==> config.mk <==
export PLATFORM = sky130hd
export DESIGN_NAME = module_ctrl_display
export DESIGN_NICKNAME = d
export VERILOG_FILES = /design/src/rtl/module_ctrl_display.sv
export SDC_FILE = /design/constraint.sdc
export NUM_CORES = 1
export LEC_CHECK = 0
export CORE_MARGIN = 3
export CORE_UTILIZATION = 53
export CTS_BUF_LIST = sky130_fd_sc_hd__clkbuf_16
export DETAILED_ROUTE_END_ITERATION = 6
export GPL_TIMING_DRIVEN = 0
export PLACE_DENSITY = 0.79
export SLEW_MARGIN = 5
export SYNTH_ARGS = -nofsm -noshare
export SYNTH_HDL_FRONTEND = slang
export SYNTH_SLANG_ARGS = --single-unit
==> constraint.sdc <==
create_clock -name clk -period 2 [get_ports clk]
set_input_delay 0.4 -clock clk [delete_from_list [all_inputs] [get_ports clk]]
set_output_delay 0.4 -clock clk [all_outputs]
set_load 0.05 [all_outputs]
==> src/rtl/module_ctrl_display.sv <==
// module_ctrl_display: arbitrated binary-to-BCD controller for a 4-digit 7-segment display
// Ports:
//   clk, rst               clock and synchronous active-high reset
//   req_a/dato_a, ack_a    requester A (operand entry): level request, value, capture pulse
//   req_b/dato_b, ack_b    requester B (arithmetic result): level request, value, capture pulse
//   millares..unidades     BCD digits of the last completed conversion
//   listo, ocupado         digits valid / conversion in progress
//   scan_tick              one-cycle pulse every REFRESH_DIV cycles for the digit multiplexer
// Optional: define BLANK_CEROS_EN to drive leading zero digits to 4'hF (blank).
module module_ctrl_display #(
  parameter int WIDTH = 14,
  parameter int REFRESH_DIV = 27000
) (
  input  logic             clk,
  input  logic             rst,
  input  logic             req_a,
  input  logic [WIDTH-1:0] dato_a,
  input  logic             req_b,
  input  logic [WIDTH-1:0] dato_b,
  output logic             ack_a,
  output logic             ack_b,
  output logic [3:0]       unidades,
  output logic [3:0]       decenas,
  output logic [3:0]       centenas,
  output logic [3:0]       millares,
  output logic             listo,
  output logic             ocupado,
  output logic             scan_tick
);
  localparam int CW = WIDTH > 1 ? $clog2(WIDTH) : 1;
  localparam int RW = $clog2(REFRESH_DIV);
  typedef enum logic [1:0] {IDLE, CONV, FIN} state_t;
  state_t state_q, state_d;
  logic ptr_q, ptr_d;
  logic [WIDTH-1:0] bin_q, bin_d, sel, sat;
  logic [15:0] bcd_q, bcd_d, dig_q, dig_d, adj, blank;
  logic [CW-1:0] cnt_q, cnt_d;
  logic [RW-1:0] rc_q;
  logic listo_q, listo_d, ack_a_q, ack_a_d, ack_b_q, ack_b_d;
  logic gnt_a, gnt_b;
  // ptr_q = 1 means B wins a tie; after any grant it points at the loser
  assign gnt_a = req_a & (~req_b | ~ptr_q);
  assign gnt_b = req_b & (~req_a | ptr_q);
  assign sel = gnt_b ? dato_b : dato_a;
  assign sat = 32'(sel) > 32'd9999 ? WIDTH'(9999) : sel;
  for (genvar i = 0; i < 4; i++) begin : g_adj
    assign adj[4*i+:4] = bcd_q[4*i+:4] >= 4'd5 ? bcd_q[4*i+:4] + 4'd3 : bcd_q[4*i+:4];
  end
`ifdef BLANK_CEROS_EN
  logic m0, c0, d0;
  assign m0 = bcd_q[15:12] == 4'd0;
  assign c0 = m0 & (bcd_q[11:8] == 4'd0);
  assign d0 = c0 & (bcd_q[7:4] == 4'd0);
  assign blank = {m0 ? 4'hF : bcd_q[15:12], c0 ? 4'hF : bcd_q[11:8], d0 ? 4'hF : bcd_q[7:4], bcd_q[3:0]};
`else
  assign blank = bcd_q;
`endif
  always_ff @(posedge clk) begin
    if (rst) begin
      state_q <= IDLE;
      ptr_q   <= 1'b0;
      bin_q   <= '0;
      bcd_q   <= '0;
      cnt_q   <= '0;
      dig_q   <= '0;
      listo_q <= 1'b0;
      ack_a_q <= 1'b0;
      ack_b_q <= 1'b0;
      rc_q    <= '0;
    end else begin
      state_q <= state_d;
      ptr_q   <= ptr_d;
      bin_q   <= bin_d;
      bcd_q   <= bcd_d;
      cnt_q   <= cnt_d;
      dig_q   <= dig_d;
      listo_q <= listo_d;
      ack_a_q <= ack_a_d;
      ack_b_q <= ack_b_d;
      rc_q    <= rc_q == RW'(REFRESH_DIV - 1) ? '0 : rc_q + 1'b1;
    end
  end
  always_comb begin
    state_d = state_q;
    ptr_d   = ptr_q;
    bin_d   = bin_q;
    bcd_d   = bcd_q;
    cnt_d   = cnt_q;
    dig_d   = dig_q;
    listo_d = listo_q;
    ack_a_d = 1'b0;
    ack_b_d = 1'b0;
    case (state_q)
      IDLE: if (gnt_a | gnt_b) begin
        state_d = CONV;
        ptr_d   = gnt_a;
        ack_a_d = gnt_a;
        ack_b_d = gnt_b;
        bin_d   = sat;
        bcd_d   = '0;
        cnt_d   = '0;
      end
      CONV: begin
        bcd_d   = 16'({adj, bin_q[WIDTH-1]});
        bin_d   = bin_q << 1;
        cnt_d   = cnt_q + 1'b1;
        state_d = cnt_q == CW'(WIDTH - 1) ? FIN : CONV;
      end
      FIN: begin
        dig_d   = blank;
        listo_d = 1'b1;
        state_d = IDLE;
      end
      default: state_d = IDLE;
    endcase
  end
  always_comb begin
    ocupado   = state_q != IDLE;
    ack_a     = ack_a_q;
    ack_b     = ack_b_q;
    listo     = listo_q;
    {millares, centenas, decenas, unidades} = dig_q;
    scan_tick = rc_q == RW'(REFRESH_DIV - 1);
  end
endmodule
* After elaboration in Yosys (flattened, before gate mapping) *
Index checks and enable logic that the tools add are counted.

storage, ports and cells
  register bits after elaboration = 71
  input port bits = 32
  output and inout bits = 21
  word-level logic and storage cells = 58

operators by class
  add/subtract/negate cells = 6
  order comparisons = 5
  equality and inequality tests = 5
  mux-type cells = 15
  bitwise operators = 10
  reduce and logical (&&, ||, !) cells = 7

operators by type and width
  operator                                             number
  two-way mux 14 bit                                   3
  one-hot mux 16 bit (2 select lines)                  1
  one-hot mux 14 bit (2 select lines)                  1
  >= comparator 4 x 3 -> 1 bit, second input constant  4
  two-way mux 16 bit                                   1
  two-way mux 4 bit                                    4
  adder 15 x 1 -> 15 bit, second input constant        1
  == test 15 bit, second input constant                1
  > comparator 14 bit, second input constant           1
  adder 4 x 2 -> 4 bit, second input constant          3
  one-hot mux 4 bit (2 select lines)                   1
  inverter 1 bit                                       5
  adder 4 x 1 -> 4 bit, second input constant          1
  == test 4 bit, second input constant                 1
  two-way mux 2 bit                                    2
  one-hot mux 2 bit (2 select lines)                   1
  AND reduction 2 bit                                  2
  nonzero test 2 bit                                   2
  adder 3 x 2 -> 3 bit, second input constant          1
  two-way mux 3 bit                                    1
  bitwise OR 1 bit                                     3
  OR reduction 3 bit                                   1
  bitwise AND 1 bit                                    2
  == test 2 x 1 -> 1 bit, second input constant        1
  other kinds (4)                                      4

* Longest topological paths before layout *
  depth after elaboration = 8
  depth in mapped cells = 8

* Worst setup path after synthesis *
Ideal clock, no wire load.

  path type = reg2reg
  start = register rc_q[0]
  end = register rc_q[10]
  library setup time = 0.117 ns
  arrival = 1.882 ns
  data required time = 1.883 ns
  setup slack = 0.001 ns
  cell stages (with the launch flop) = 9
  path buffers = 2
  clock period less this slack = 1.999 ns
  cell sequence = dfxtp_1 > ha_1 > nand4_1 > nor4_1 > and4b_1 > or2_1 > clkbuf_1 > buf_2 > nor2_1

between the ends
  cells in the longest elaborated chain, start to end = 2
  elaborated cells on any way between the ends = 3
  those cells by class = add/sub: 1; eq/ne: 1; reduce/logical: 1

ends and longest elaborated chain
  element                              line  RTL
  start: declaration                   38    logic [RW-1:0] rc_q;
  start signal: assignment             80    rc_q <= rc_q == RW'(REFRESH_DIV - 1) ? '0 : rc_q + 1'b1;
  == test 15 bit                       -
  net scan_tick                        28    output logic scan_tick
  OR reduction 2 bit (no source line)  -

The timed path passes the listed nets, and every way through them passes these cells.
A chain may end at the register's enable or synchronous reset.

* Worst setup path after layout *
  start = register rc_q[4]
  end = output port scan_tick

between the ends
  cells in the longest elaborated chain, start to end = 1

ends and longest elaborated chain
  element           line  RTL
  == test 15 bit    123   scan_tick = rc_q == RW'(REFRESH_DIV - 1);
  end: declaration  28

No other way between the ends.

==> results.toml <==
[setup_path]
critPathLaunchType = "flop"
worstSetupPathType = "reg -> out"
worst_r2r_endpoint = "rc_q[6]"
reg2reg_depth = 7
r2r_slack_ns = 0.21
rr_startpoint = "rc_q[4]"
cp.required_ns = 1.60
cp-end-kind = "output port"
cp_max_fo = 5
arrival_ns = 1.54

[synth]
yosys.area.top_type = "dfxtp_1"
synth.yosys.seq_area_share = 0.442
synth_enable_flop_cells = 0
ys_ff_latch = 71
synth_area_mm2 = 0.00322
synth_compound_area_frac = 0.165
synth_xor_area_frac = 0.0571
synth_top_area_share = 0.442
synthCells = 386
ys.flop_type = "dfxtp_1"
syn_area_per_cell_um2 = 8.34
synth_top_family_by_area = "simple AND/OR/NAND/NOR gates"
synth.top_cells.by_area = "dfxtp_1, nand2_1, a21oi_1"
synth.net_count = 429
synth-simple-area-share = 0.207
synthMuxAreaShare = 0.0455
synthAdderAreaFrac = 0.0428
ys_types = 39
yosysWarnings = 0
async_reset_ff_frac = 0

[power]
power.density_mw_per_mm2 = 766
ir_drop_v = 0.000551
p_switching_w = 0.000771
switching_share = 0.242
power_frac_comb = 0.100
clockPowerShare = 0.432
power_w = 0.00319
seqPwrFrac = 0.468
leakage_nw = 1.52
p_int_w = 0.00242

[timing]
hold_ws_ns = 0.447
worstMarginPinSlew_ns = 0.819
report.final.hold_viol_count = 0
min_period_ns = 1.94
finalSetupViolCount = 0
max_slew_margin = 0.452
fmax_mhz = 515
slew_viol_final = 0
grt_setup_unrepaired = "yes"
skew_ns = 0.00459
fin_crit_sh = 0.970
worst_slack_ns = 0.0594

[clocking]
worstSkewPairLatency_ns = 0.33
clk_path_buf_depth = 2
ctsRootBufferMaster = "clkbuf_16"
cts_tree = "done"
cts_num_sinks = 71
htreeDepth = 3
cts-buffers-inserted = 9
cts.clk_slew.worst_paths_ns = 0.05

[cells_and_area]
final_common_cell = "dfxtp_1"
mostFrequentLayoutCells = "dfxtp_1, nand2_1, clkdlybuf4s50_1"
drive_gt1_frac = 0.0857
multiInputGateArea_mm2 = 0.00171
final_cells = 527
seq_area_mm2 = 0.00143
nNetsFinal = 494
synthToLayoutAreaGrowth_pct = 29.4
fillers = 425
antenna-diode-count = 0

[hold_path]
min_path_type = "in -> reg"
whs_endpoint = "ack_a"
worstHoldPathCells = 3
hold_start = "req_a"

[job]
max-cap-violations = 0

[placed_design]
dpl.hpwl_um = 5210
portBuffers = 51
place_inst = 509
dp_slack_ns = -0.477
gp_congestion = 0.863

[routing]
drt_iter0_markers = 179
drc_errors = 0
dr.pass1.iters = 4
wire_per_inst_um = 14.2
wirelength_um = 7500
ant_nets = 0
vias_per_cell = 5.52
vias = 2907

[die]
die-area_mm2 = 0.00705
rows = 27
die_h_um = 83.9
pin_count = 53
dieWidth_um = 83.9
core_area_mm2 = 0.00568
start_util = 0.567

[global_routing]
gr-total-overflow = 0
grt_pass1_vias = 2910
antenna_found_initial = 0
grt_start_max_net_pins = 12
grt_usage = 0.222
grt_pass1_wl_um = 12900

[status]
status = "complete, no violations"
worst max-delay path: stages (launching register included):
cell and delay (ns):
dfxtp_2 0.37, nand4_1 0.15, nor4_2 0.26, and4b_1 0.26
buf_6 0.17
routing by layer:
metal  part of all wire  routed length [µm]  global-route usage  vias up
met4              0.011                  85              0.0950        0
met3              0.058                 434              0.0454        7
met2               0.50                3760               0.369       87
li1                   -                   -                   -     1475
met5                  0                   0                   0        -
met1               0.43                3220               0.276     1338
synthesized netlist by cell type, drive strengths merged (3+ instances only):
library cell	instances
or2	4
nor2	41
o32ai	3
inv	15
mux2i	9
nor4	4
buf	4
a22oi	7
xor2	8
o21ai	21
o31ai	4
a21oi	34
a31oi	6
nand2b	7
nand4	8
mux2	5
xnor2	13
nand2	56
a22o	5
nor3	10
ha	11
nand3	12
clkbuf	15
dfxtp	71
cells by family after synthesis:
group / count (synthesis)
buffers and inverters: 34
XOR/XNOR: 21
AND/OR/NAND/NOR: 149
AO/OA/AOI/OAI: 86
multiplexers: 14
flip-flops: 71
adder cells (fa/ha/maj): 11
final cells by class:
class,instances,share of cell area
Buffer,19,0.0198
Clock buffer,9,0.0541
Clock inverter,6,0.00721
Inverter,15,0.0135
Multi-Input combinational cell,281,0.411
Sequential cell,71,0.344
Tap cell,72,0.0216
Timing Repair Buffer,54,0.129
worst max-delay path by stage:
stage / from / slack, ns / cells past startpoint / to
2_1_floorplan: rc_q[0] / 0.001 / 8 / rc_q[10]
3_3_place_gp: req_b / -0.41 / 7 / bin_q[9]
3_5_place_dp: req_b / -0.48 / 7 / bin_q[10]
4_1_cts: rc_q[4] / -0.11 / 4 / scan_tick
5_1_grt: rc_q[0] / -0.007 / 5 / scan_tick
6_report: rc_q[4] / 0.06 / 4 / scan_tick
power groups by stage:
stage | sequential, W | combinational (W) | clock, W
finish | 0.00149 | 0.000319 | 0.00138
CTS | 0.00149 | 0.000306 | 0.00139
floorplan | 0.00152 | 0.000172 | 0
global route | 0.00150 | 0.000350 | 0.00145
detailed placement | 0.00152 | 0.000300 | 0
global placement | 0.00152 | 0.000293 | 0
per-stage QoR:
step,cell area (µm²),setup TNS (ns),utilization
detailed placement,3820,-11.20,0.673
finish,4170,0,0.734
global route,4170,-0.0176,0.734
global placement,3820,-10.32,0.673
CTS,4100,-0.114,0.722
floorplan,3220,0,-
state kept, by name, indices dropped and copies added, names as in the netlist, 2 cells and up:
signal,count
cnt_q,4
bin_q,14
dig_q,16
bcd_q,16
rc_q,15
state_q,2
what timing repair did:
action                                  4_1_cts  5_1_grt
resized for setup                            12       18
endpoints found under the setup margin       30       34
pin swaps                                     1        3
hold buffers                                  0        0
buffers inserted                              2        1
endpoints found under the hold margin         0        0
No activity file was read; power rests on OpenSTA's default activity.
